## src/rtl/ysyx_220053_csr_trap_if.sv

```systemverilog
// Bundle between the decoder/retire logic and the machine-mode CSR and trap unit.
// The master side drives requests; the slave side is the CSR/trap unit.
interface ysyx_220053_csr_trap_if #(
  parameter int XLEN = 64
) ();
  logic            csr_valid;
  logic            csr_wen;
  logic [1:0]      csr_op;
  logic [11:0]     csr_id;
  logic [XLEN-1:0] csr_wdata;
  logic [XLEN-1:0] csr_rdata;
  logic            illegal_csr;

  logic            exc_valid;
  logic [3:0]      exc_cause;
  logic [XLEN-1:0] exc_pc;
  logic [XLEN-1:0] exc_tval;
  logic            mret;
  logic            instr_retire;
  logic [XLEN-1:0] next_pc;

  logic            irq_sw;
  logic            irq_timer;
  logic            irq_ext;

  logic            redirect;
  logic [XLEN-1:0] redirect_pc;
  logic            trap_taken;

  modport master (
    output csr_valid, csr_wen, csr_op, csr_id, csr_wdata,
    output exc_valid, exc_cause, exc_pc, exc_tval, mret, instr_retire, next_pc,
    output irq_sw, irq_timer, irq_ext,
    input  csr_rdata, illegal_csr, redirect, redirect_pc, trap_taken
  );

  modport slave (
    input  csr_valid, csr_wen, csr_op, csr_id, csr_wdata,
    input  exc_valid, exc_cause, exc_pc, exc_tval, mret, instr_retire, next_pc,
    input  irq_sw, irq_timer, irq_ext,
    output csr_rdata, illegal_csr, redirect, redirect_pc, trap_taken
  );
endinterface

```

## src/rtl/ysyx_220053_csr_trap.sv

```systemverilog
// Machine-mode CSR file and trap sequencer: exception entry, interrupt entry and mret,
// with the fetch redirect target for each. Reads and redirect decisions use pre-edge state.
module ysyx_220053_csr_trap #(
  parameter int XLEN         = 64,
  parameter bit VECTORED     = 1'b1,
  parameter bit HAS_COUNTERS = 1'b1
) (
  input logic                   clk,
  input logic                   rst,
  ysyx_220053_csr_trap_if.slave bus
);

  localparam logic [11:0] ADDR_MSTATUS  = 12'h300;
  localparam logic [11:0] ADDR_MIE      = 12'h304;
  localparam logic [11:0] ADDR_MTVEC    = 12'h305;
  localparam logic [11:0] ADDR_MSCRATCH = 12'h340;
  localparam logic [11:0] ADDR_MEPC     = 12'h341;
  localparam logic [11:0] ADDR_MCAUSE   = 12'h342;
  localparam logic [11:0] ADDR_MTVAL    = 12'h343;
  localparam logic [11:0] ADDR_MIP      = 12'h344;
  localparam logic [11:0] ADDR_MCYCLE   = 12'hB00;
  localparam logic [11:0] ADDR_MINSTRET = 12'hB02;
  localparam logic [11:0] ADDR_MHARTID  = 12'hF14;

  localparam logic [XLEN-1:0] ALIGN4_MASK = {{(XLEN-2){1'b1}}, 2'b00};

  logic            mstatus_mie_r;
  logic            mstatus_mpie_r;
  logic            mie_msie_r;
  logic            mie_mtie_r;
  logic            mie_meie_r;
  logic            mip_msip_r;
  logic            mip_mtip_r;
  logic            mip_meip_r;
  logic [XLEN-1:0] mtvec_r;
  logic [XLEN-1:0] mscratch_r;
  logic [XLEN-1:0] mepc_r;
  logic [XLEN-1:0] mcause_r;
  logic [XLEN-1:0] mtval_r;
  logic [XLEN-1:0] mcycle_r;
  logic [XLEN-1:0] minstret_r;

  logic [XLEN-1:0] mstatus_val_s;
  logic [XLEN-1:0] mie_val_s;
  logic [XLEN-1:0] mip_val_s;
  logic [XLEN-1:0] rdata_s;
  logic            unimpl_s;
  logic            read_only_s;
  logic            illegal_s;
  logic [XLEN-1:0] new_val_s;
  logic            commit_s;

  logic            int_pend_s;
  logic            exc_take_s;
  logic            int_take_s;
  logic            mret_take_s;
  logic            trap_take_s;
  logic [3:0]      int_cause_s;
  logic [XLEN-1:0] trap_base_s;
  logic [XLEN-1:0] vec_off_s;
  logic [XLEN-1:0] trap_cause_s;
  logic [XLEN-1:0] trap_val_s;
  logic [XLEN-1:0] trap_epc_s;
  logic [XLEN-1:0] redirect_pc_s;

  // Architectural views of the sparse status/enable/pending registers; MPP is hardwired to M.
  always_comb begin
    mstatus_val_s        = '0;
    mstatus_val_s[3]     = mstatus_mie_r;
    mstatus_val_s[7]     = mstatus_mpie_r;
    mstatus_val_s[12:11] = 2'b11;
    mie_val_s            = '0;
    mie_val_s[3]         = mie_msie_r;
    mie_val_s[7]         = mie_mtie_r;
    mie_val_s[11]        = mie_meie_r;
    mip_val_s            = '0;
    mip_val_s[3]         = mip_msip_r;
    mip_val_s[7]         = mip_mtip_r;
    mip_val_s[11]        = mip_meip_r;
  end

  // Read mux and implemented-address decode.
  always_comb begin
    rdata_s  = '0;
    unimpl_s = 1'b0;
    case (bus.csr_id)
      ADDR_MSTATUS:  rdata_s = mstatus_val_s;
      ADDR_MIE:      rdata_s = mie_val_s;
      ADDR_MIP:      rdata_s = mip_val_s;
      ADDR_MTVEC:    rdata_s = mtvec_r;
      ADDR_MSCRATCH: rdata_s = mscratch_r;
      ADDR_MEPC:     rdata_s = mepc_r;
      ADDR_MCAUSE:   rdata_s = mcause_r;
      ADDR_MTVAL:    rdata_s = mtval_r;
      ADDR_MHARTID:  rdata_s = '0;
      ADDR_MCYCLE: begin
        if (HAS_COUNTERS) begin
          rdata_s = mcycle_r;
        end else begin
          unimpl_s = 1'b1;
        end
      end
      ADDR_MINSTRET: begin
        if (HAS_COUNTERS) begin
          rdata_s = minstret_r;
        end else begin
          unimpl_s = 1'b1;
        end
      end
      default:       unimpl_s = 1'b1;
    endcase
  end

  assign read_only_s = (bus.csr_id[11:10] == 2'b11) | (bus.csr_id == ADDR_MIP);
  assign illegal_s   = bus.csr_valid & (unimpl_s | (bus.csr_wen & read_only_s));

  // Read-modify-write value for csrrw/csrrs/csrrc.
  always_comb begin
    new_val_s = rdata_s;
    case (bus.csr_op)
      2'b00:   new_val_s = bus.csr_wdata;
      2'b01:   new_val_s = rdata_s | bus.csr_wdata;
      2'b10:   new_val_s = rdata_s & ~bus.csr_wdata;
      default: new_val_s = rdata_s;
    endcase
  end

  // op 11 must not commit, otherwise it would suppress a counter increment.
  assign commit_s = bus.csr_valid & bus.csr_wen & ~illegal_s & ~bus.exc_valid &
                    (bus.csr_op != 2'b11);

  assign int_pend_s  = mstatus_mie_r & |(mip_val_s & mie_val_s);
  assign exc_take_s  = bus.exc_valid & ~rst;
  assign int_take_s  = int_pend_s & bus.instr_retire & ~bus.exc_valid & ~rst;
  assign mret_take_s = bus.mret & ~bus.exc_valid & ~int_take_s & ~rst;
  assign trap_take_s = exc_take_s | int_take_s;
  assign trap_base_s = mtvec_r & ALIGN4_MASK;

  // Interrupt cause priority: external, then software, then timer.
  always_comb begin
    int_cause_s = 4'd7;
    if (mip_meip_r & mie_meie_r) begin
      int_cause_s = 4'd11;
    end else if (mip_msip_r & mie_msie_r) begin
      int_cause_s = 4'd3;
    end else begin
      int_cause_s = 4'd7;
    end
  end

  // Values loaded on trap entry and the fetch redirect target.
  always_comb begin
    vec_off_s     = '0;
    trap_cause_s  = '0;
    trap_val_s    = '0;
    trap_epc_s    = '0;
    redirect_pc_s = '0;
    if (mtvec_r[0]) begin
      vec_off_s[5:0] = {int_cause_s, 2'b00};
    end else begin
      vec_off_s = '0;
    end
    if (exc_take_s) begin
      trap_cause_s[3:0] = bus.exc_cause;
      trap_val_s        = bus.exc_tval;
      trap_epc_s        = bus.exc_pc & ALIGN4_MASK;
    end else begin
      trap_cause_s[XLEN-1] = 1'b1;
      trap_cause_s[3:0]    = int_cause_s;
      trap_val_s           = '0;
      trap_epc_s           = bus.next_pc & ALIGN4_MASK;
    end
    if (exc_take_s) begin
      redirect_pc_s = trap_base_s;
    end else if (int_take_s) begin
      redirect_pc_s = trap_base_s + vec_off_s;
    end else if (mret_take_s) begin
      redirect_pc_s = mepc_r;
    end else begin
      redirect_pc_s = '0;
    end
  end

  // mstatus interrupt-enable stack.
  always_ff @(posedge clk or posedge rst) begin
    if (rst) begin
      mstatus_mie_r  <= 1'b0;
      mstatus_mpie_r <= 1'b0;
    end else if (trap_take_s) begin
      mstatus_mpie_r <= mstatus_mie_r;
      mstatus_mie_r  <= 1'b0;
    end else if (mret_take_s) begin
      mstatus_mie_r  <= mstatus_mpie_r;
      mstatus_mpie_r <= 1'b1;
    end else if (commit_s && (bus.csr_id == ADDR_MSTATUS)) begin
      mstatus_mie_r  <= new_val_s[3];
      mstatus_mpie_r <= new_val_s[7];
    end
  end

  // Trap record registers; a same-cycle trap overrides a software write.
  always_ff @(posedge clk or posedge rst) begin
    if (rst) begin
      mepc_r   <= '0;
      mcause_r <= '0;
      mtval_r  <= '0;
    end else if (trap_take_s) begin
      mepc_r   <= trap_epc_s;
      mcause_r <= trap_cause_s;
      mtval_r  <= trap_val_s;
    end else begin
      if (commit_s && (bus.csr_id == ADDR_MEPC)) begin
        mepc_r <= new_val_s & ALIGN4_MASK;
      end
      if (commit_s && (bus.csr_id == ADDR_MCAUSE)) begin
        mcause_r <= new_val_s;
      end
      if (commit_s && (bus.csr_id == ADDR_MTVAL)) begin
        mtval_r <= new_val_s;
      end
    end
  end

  // Software-only registers: mie, mtvec, mscratch.
  always_ff @(posedge clk or posedge rst) begin
    if (rst) begin
      mie_msie_r <= 1'b0;
      mie_mtie_r <= 1'b0;
      mie_meie_r <= 1'b0;
      mtvec_r    <= '0;
      mscratch_r <= '0;
    end else begin
      if (commit_s && (bus.csr_id == ADDR_MIE)) begin
        mie_msie_r <= new_val_s[3];
        mie_mtie_r <= new_val_s[7];
        mie_meie_r <= new_val_s[11];
      end
      if (commit_s && (bus.csr_id == ADDR_MTVEC)) begin
        mtvec_r <= {new_val_s[XLEN-1:2], 1'b0, (VECTORED ? new_val_s[0] : 1'b0)};
      end
      if (commit_s && (bus.csr_id == ADDR_MSCRATCH)) begin
        mscratch_r <= new_val_s;
      end
    end
  end

  // One sampling flop per interrupt line.
  always_ff @(posedge clk or posedge rst) begin
    if (rst) begin
      mip_msip_r <= 1'b0;
      mip_mtip_r <= 1'b0;
      mip_meip_r <= 1'b0;
    end else begin
      mip_msip_r <= bus.irq_sw;
      mip_mtip_r <= bus.irq_timer;
      mip_meip_r <= bus.irq_ext;
    end
  end

  // Free-running counters; a software write replaces that cycle's increment.
  always_ff @(posedge clk or posedge rst) begin
    if (rst) begin
      mcycle_r   <= '0;
      minstret_r <= '0;
    end else if (HAS_COUNTERS) begin
      if (commit_s && (bus.csr_id == ADDR_MCYCLE)) begin
        mcycle_r <= new_val_s;
      end else begin
        mcycle_r <= mcycle_r + XLEN'(1'b1);
      end
      if (commit_s && (bus.csr_id == ADDR_MINSTRET)) begin
        minstret_r <= new_val_s;
      end else if (bus.instr_retire) begin
        minstret_r <= minstret_r + XLEN'(1'b1);
      end
    end else begin
      mcycle_r   <= '0;
      minstret_r <= '0;
    end
  end

  assign bus.csr_rdata   = rdata_s;
  assign bus.illegal_csr = illegal_s;
  assign bus.redirect    = trap_take_s | mret_take_s;
  assign bus.redirect_pc = redirect_pc_s;
  assign bus.trap_taken  = trap_take_s;

endmodule
```

## src/flat_wrapper.sv

```systemverilog
// flat-port wrapper written by rule: the top's interface ports become plain ports
module ysyx_220053_csr_trap_flat 
#(
  parameter int XLEN         = 64,
  parameter bit VECTORED     = 1'b1,
  parameter bit HAS_COUNTERS = 1'b1
)
  (clk, rst, bus_csr_valid, bus_csr_wen, bus_csr_op, bus_csr_id, bus_csr_wdata, bus_exc_valid, bus_exc_cause, bus_exc_pc, bus_exc_tval, bus_mret, bus_instr_retire, bus_next_pc, bus_irq_sw, bus_irq_timer, bus_irq_ext, bus_csr_rdata, bus_illegal_csr, bus_redirect, bus_redirect_pc, bus_trap_taken);
  ysyx_220053_csr_trap_if #(.XLEN(XLEN)) bus_i ();
  input logic clk;
  input logic rst;
  input wire logic [$bits(bus_i.csr_valid)-1:0] bus_csr_valid;
  input wire logic [$bits(bus_i.csr_wen)-1:0] bus_csr_wen;
  input wire logic [$bits(bus_i.csr_op)-1:0] bus_csr_op;
  input wire logic [$bits(bus_i.csr_id)-1:0] bus_csr_id;
  input wire logic [$bits(bus_i.csr_wdata)-1:0] bus_csr_wdata;
  input wire logic [$bits(bus_i.exc_valid)-1:0] bus_exc_valid;
  input wire logic [$bits(bus_i.exc_cause)-1:0] bus_exc_cause;
  input wire logic [$bits(bus_i.exc_pc)-1:0] bus_exc_pc;
  input wire logic [$bits(bus_i.exc_tval)-1:0] bus_exc_tval;
  input wire logic [$bits(bus_i.mret)-1:0] bus_mret;
  input wire logic [$bits(bus_i.instr_retire)-1:0] bus_instr_retire;
  input wire logic [$bits(bus_i.next_pc)-1:0] bus_next_pc;
  input wire logic [$bits(bus_i.irq_sw)-1:0] bus_irq_sw;
  input wire logic [$bits(bus_i.irq_timer)-1:0] bus_irq_timer;
  input wire logic [$bits(bus_i.irq_ext)-1:0] bus_irq_ext;
  output wire logic [$bits(bus_i.csr_rdata)-1:0] bus_csr_rdata;
  output wire logic [$bits(bus_i.illegal_csr)-1:0] bus_illegal_csr;
  output wire logic [$bits(bus_i.redirect)-1:0] bus_redirect;
  output wire logic [$bits(bus_i.redirect_pc)-1:0] bus_redirect_pc;
  output wire logic [$bits(bus_i.trap_taken)-1:0] bus_trap_taken;
  assign bus_i.csr_valid = bus_csr_valid;
  assign bus_i.csr_wen = bus_csr_wen;
  assign bus_i.csr_op = bus_csr_op;
  assign bus_i.csr_id = bus_csr_id;
  assign bus_i.csr_wdata = bus_csr_wdata;
  assign bus_i.exc_valid = bus_exc_valid;
  assign bus_i.exc_cause = bus_exc_cause;
  assign bus_i.exc_pc = bus_exc_pc;
  assign bus_i.exc_tval = bus_exc_tval;
  assign bus_i.mret = bus_mret;
  assign bus_i.instr_retire = bus_instr_retire;
  assign bus_i.next_pc = bus_next_pc;
  assign bus_i.irq_sw = bus_irq_sw;
  assign bus_i.irq_timer = bus_irq_timer;
  assign bus_i.irq_ext = bus_irq_ext;
  assign bus_csr_rdata = bus_i.csr_rdata;
  assign bus_illegal_csr = bus_i.illegal_csr;
  assign bus_redirect = bus_i.redirect;
  assign bus_redirect_pc = bus_i.redirect_pc;
  assign bus_trap_taken = bus_i.trap_taken;
  ysyx_220053_csr_trap #(.XLEN(XLEN), .VECTORED(VECTORED), .HAS_COUNTERS(HAS_COUNTERS)) u_core (.clk(clk), .rst(rst), .bus(bus_i));
endmodule
```

## config.mk

```make
export PLATFORM = sky130hd
export DESIGN_NAME = ysyx_220053_csr_trap_flat
export DESIGN_NICKNAME = d
export VERILOG_FILES = /design/src/rtl/ysyx_220053_csr_trap_if.sv /design/src/rtl/ysyx_220053_csr_trap.sv /design/src/flat_wrapper.sv
export SDC_FILE = /design/constraint.sdc
export NUM_CORES = 2
export LEC_CHECK = 0
export ABC_AREA = 1
export CAP_MARGIN = 10
export CELL_PAD_IN_SITES_DETAIL_PLACEMENT = 0
export CELL_PAD_IN_SITES_GLOBAL_PLACEMENT = 1
export CORE_MARGIN = 1.5
export CORE_UTILIZATION = 41
export CTS_CLUSTER_SIZE = 8
export DETAILED_ROUTE_END_ITERATION = 16
export DONT_BUFFER_PORTS = 1
export GPL_ROUTABILITY_DRIVEN = 0
export PLACE_DENSITY_LB_ADDON = 0.1
export RECOVER_POWER = 25
export SLEW_MARGIN = 20
export SYNTH_ARGS = -nofsm -noshare
export SYNTH_HDL_FRONTEND = slang
export SYNTH_SLANG_ARGS = --single-unit
```

## constraint.sdc

```tcl
create_clock -name clk -period 14.01 [get_ports clk]
set_input_delay 1.401 -clock clk [delete_from_list [all_inputs] [get_ports clk]]
set_output_delay 1.401 -clock clk [all_outputs]
set_load 0.1 [all_outputs]
```

## After elaboration in Yosys (flattened, before gate mapping)

Cells that the tools add are included.

| storage, ports and cells | value |
|---|---|
| bits in registers | 455 |
| bits of input ports | 284 |
| output and inout port bits | 131 |
| word-level logic and storage cells | 106 |

| cells by class | value |
|---|---|
| add/sub/neg operators | 3 |
| equal/unequal tests | 15 |
| multiplexer cells | 28 |
| bitwise operators | 28 |
| reduce and logical (&&, ||, !) cells | 17 |

Operators with widths:

| kind | number |
|---|---|
| $mux W64 | 14 |
| $pmux W64 S10 | 1 |
| $pmux W64 S3 | 1 |
| $add A64 B1 Y64 const B | 2 |
| $eq A12 B10 Y1 const B | 8 |
| $add A64 B6 Y64 | 1 |
| $and A64 B64 Y64 | 1 |
| $not A64 Y64 | 1 |
| $or A64 B64 Y64 | 1 |
| $reduce_or A64 Y1 | 1 |
| $eq A12 B12 Y1 const B | 3 |
| $and A1 B1 Y1 | 16 |
| $and A12 B12 Y12 | 1 |
| $reduce_or A11 Y1 | 1 |
| $logic_and A1 B1 Y1 | 9 |
| $mux W1 | 8 |
| $mux W4 | 2 |
| $reduce_bool A2 Y1 | 4 |
| $mux W6 | 1 |
| $eq A2 B2 Y1 const B | 2 |
| $not A1 Y1 | 4 |
| $or A1 B1 Y1 | 4 |
| $mux W3 | 1 |
| $reduce_bool A3 Y1 | 1 |
| other kinds (3) | 3 |

## Longest topological paths before layout

| depth | value |
|---|---|
| depth in word-level cells | 13 |
| gate-level depth with buffers | 18 |
| depth with buffers taken out | 17 |

## Least setup slack after synthesis

OpenSTA, ideal clock, no wires.

| timing | value |
|---|---|
| path type | input to output |
| start | in rst |
| end | out bus_redirect_pc[6] |
| arrival time | 14690 ps |
| data required time | 12609 ps |
| setup slack | -2081 ps |
| cell stages on the path | 8 |
| buffers on the path | 1 |
| cell sequence | inv_1 nand2_1 nor3_1 nand2_1 nand2_1 clkbuf_1 o211ai_1 a22oi_1 |

| on the way | value |
|---|---|
| cells in the longest elaborated chain, start to end | 8 |
| elaborated cells between the ends (all ways) | 9 |
| classes of those cells | 3 x mux; 6 x bitwise |

RTL lines:

| what | line | text |
|---|---|---|
| start: declaration | flat_wrapper.sv:11 | `input logic rst;` |
| $not A1 Y1 (*) | ysyx_220053_csr_trap.sv:133, ysyx_220053_csr_trap.sv:134, ysyx_220053_csr_trap.sv:135 |  |
| $and A1 B1 Y1 | ysyx_220053_csr_trap.sv:134 | `assign int_take_s = int_pend_s & bus.instr_retire & ~bus.exc_valid & ~rst;` |
| $not A1 Y1 | ysyx_220053_csr_trap.sv:135 | `assign mret_take_s = bus.mret & ~bus.exc_valid & ~int_take_s & ~rst;` |
| $and A1 B1 Y1 (2 in series) | ysyx_220053_csr_trap.sv:135 |  |
| $mux W64 | ysyx_220053_csr_trap.sv:177 | `end else if (mret_take_s) begin` |
| $mux W64 | ysyx_220053_csr_trap.sv:175 | `end else if (int_take_s) begin` |
| $mux W64 (*) | ysyx_220053_csr_trap.sv:173 | `if (exc_take_s) begin` |
| end: declaration | flat_wrapper.sv:30 | `output wire logic [$bits(bus_i.redirect_pc)-1:0] bus_redirect_pc;` |

Mark *: on every way between the ends. The rest lies on a longest branch, timed or not.

## Worst setup path in the final report

| timing | value |
|---|---|
| start | in rst |
| end | out bus_redirect_pc[4] |

The elaborated chain is that of the path after synthesis.

==> flow_summary.yaml <==
run_status:
  outcome: "finished, violations left"
  violations: "max-capacitance violations, max-slew violations"
timing:
  rsz0062_at_grt: "no"
  drv_slew: 61
  relSlewSlack: -1.47
  final_hold_viol_count: 0
  finalCritPeriodShare: 0.481
  setup_ws_ns: 7.27
  fmax_mhz: 148
  period_needed_ns: 6.74
  final.setup.tns_ns: 0
  holdWs_ns: 0.476
  finalClockSkew_ns: 0.0265
  setup_viol: 0
  worst_slew_pin_slew_ns: 3.70
drt:
  vias: 36200
  ant_nets: 0
  routed_wl_mm: 162
  viasPerCell: 5.87
  drcViolationCount: 0
  dr.pass1.iters: 6
  wl_per_cell_um: 26.3
  drtIter0Drc: 5099
layout:
  fin_cells: 6160
  layout.nets: 5396
  nFillCells: 8618
  regArea_um2: 11300
  post-route-util: 0.453
  multi_input_area_um2: 18600
  drive_above_1_share: 0.0395
  area_delta_synth_final_pct: 9.25
setup_path:
  crit_top_cell: "nand2_1"
  cp_num_buf_inv: 4
  cp_slowest_cell: "o211ai_1"
  worst_setup_path_start_kind: "primary input"
  cp_max_fo: 54
  required_ns: 12.61
  crit_chain: "clkinvlp_2 -> nand2_1 -> nor3_1 -> nand2_1 -> nand2_1 -> nor2_4 -> buf_4 -> inv_1 -> o211ai_1 -> buf_16"
  worstSetupPathType: "primary input to primary output"
  cpPeakStageDelay_ns: 0.66
  cp_top_family: "buffers and inverters"
  arrival_ns: 5.34
  end_kind: "primary output"
clock_network:
  clkLatencyLatePin_ns: 0.61
  cts_tree: "yes"
  cts_hold_buf: 0
  cts_made_buffers: 67
  cts_resized: 0
  clkSinkCount: 453
  clk_path_buf_depth: 3
  cts_setup_buffers: 0
  clk_pin_slew_worst_paths_ns: 0.05
  cts_root_buffer: "clkbuf_16"
  htree_levels: 3
die:
  die_x_um: 283
  rows: 102
  core_um2: 77600
  fp.dieArea_um2: 80100
  ios: 415
  initial_core_util: 0.415
  die_y_um: 283
logic_synthesis:
  ys_warn_count: 0
  synth_area_um2: 32200
  synth_top_area_share: 0.352
  avgSynthCellArea_um2: 6.14
  synth_top_area_cell: "dfrtp_1"
  synth.distinct_cells: 41
  async_reset_ff_frac: 1.00
  synth.most_common_cell: "nand2_1"
  synth_edf_count: 0
  ys_ff_latch: 453
  synth_ff_type: "dfrtp_1"
  netlist_top_cells_count: "nand2_1 (2344), nand3_1 (637), dfrtp_1 (453)"
  synthTopCellsByArea: "dfrtp_1 (35%), nand2_1 (27%), nand3_1 (9.9%)"
  syn_inst: 5243
  synth.yosys.seq_area_share: 0.352
power_and_ir_drop:
  power_leakage_nw: 18.0
  p_per_area_nw_per_um2: 100
  vdd_drop_max_mv: 0.0727
global_routing:
  antenna_found_initial: 8
  grt_max_degree: 166
  grt_pass1_vias: 33000
  grt_pass1_wl_mm: 232
  grt_overflow: 0
  track_usage: 0.395
placement:
  dp_hpwl_mm: 120
  dpl_worst_slack_ns: 7.51
  io_buffers: 0
  place_inst: 6075
min_path:
  hold_class: "flip-flop to flip-flop"
run:
  cap_violations: 1
## metal layers
metal,routed length (µm),global-route usage,vias up
met5,39,0,-
met4,8610,0.186,6
met3,17800,0.0922,358
met2,68500,0.577,2043
met1,67100,0.550,17400
li1,-,-,16400
## cell usage in the layout (no fill, tap or decap), types with 3 or more instances in the layout
cell       Yosys  routed
nand4_1      105     105
nand3b_1       7       7
inv_1        316     313
nor2_2        14       9
xnor2_1       44      44
inv_2          9      11
o211ai_1      18      18
ha_1           6       6
a21oi_1       26      25
nor3_1        82      82
nand3_1      637     633
diode_2        0       4
o21ai_0      308     307
o21ai_1       27      27
nand3_2        2       6
clkbuf_1     169       5
buf_16         0      16
nor4_1        15      15
xor2_1        93      93
nand2_1     2344    2340
nor2_1       428     424
clkbuf_16      0      73
nand2_2        2       4
nor2_4         3      12
and3_1         3       3
buf_4         10      44
dfrtp_1      453     453
or2_2          8       8
## path summary, 6_finish.rpt
kind,startpoint,to,slack [ns],depth (start not counted)
hold / removal,u_core.mcause_r[49],u_core.mcause_r[49],0.48,2
hold reg to reg,u_core.mcause_r[49],u_core.mcause_r[49],0.48,2
setup / recovery,rst,bus_redirect_pc[4],7.27,10
max in group asynchronous,rst,u_core.mcause_r[49],9.41,2
setup reg to reg,u_core.mip_meip_r,u_core.mepc_r[18],8.94,13
min in group asynchronous,rst,u_core.mscratch_r[33],0.69,1
## final cells by class
class	instances	share of cell area
Tap cell	1040	0.0370
Clock inverter	1	0.000142
Inverter	329	0.0355
Clock buffer	79	0.0532
Antenna cell	4	0.000285
Timing Repair Buffer	63	0.0232
Multi-Input combinational cell	4191	0.528
Sequential cell	453	0.323
## logic make-up (layout without fill, tap and decap cells)
logic type                 Yosys count  count (layout)  synth area share
and+or+nand+nor                   3661            3661             0.471
buffers and inverters              600             472            0.0748
DFF                                453             453             0.352
AOI/OAI and AO/OA                  384             384            0.0616
xor gates and xnor gates           137             137            0.0373
adders and majority gates            7               7           0.00296
other                                1               6          0.000117
## registers in the layout, summed over array words and instances, names as in the netlist
name / flops
u_core.mip_meip_r: 1
u_core.minstret_r: 64
u_core.mcycle_r: 64
u_core.mie_msie_r: 1
u_core.mscratch_r: 64
u_core.mstatus_mie_r: 1
u_core.mip_msip_r: 1
u_core.mie_mtie_r: 1
u_core.mie_meie_r: 1
u_core.mepc_r: 62
u_core.mip_mtip_r: 1
u_core.mstatus_mpie_r: 1
u_core.mcause_r: 64
u_core.mtval_r: 64
u_core.mtvec_r: 63
## tightest hold or removal path, cell delays in order, from the launching register on
cell     delay (ns)
dfrtp_1        0.34
nand2_1        0.06
nand2_1        0.05
## metrics by stage
step,total power [mW],instance area [µm²]
global placement,1.96,33200
floorplan,1.79,32200
detailed placement,1.96,33200
CTS,3.51,35100
finish,3.51,35100
global route,3.60,35100
## report_power, final
group / switching, mW / internal [mW] / total, mW
Sequential: 0.0758 / 1.38 / 1.46
Combinational: 0.397 / 0.104 / 0.501
Clock: 0.632 / 0.923 / 1.56
Total: 1.10 / 2.41 / 3.51
Note: power is estimated with default switching activity, not from simulation.
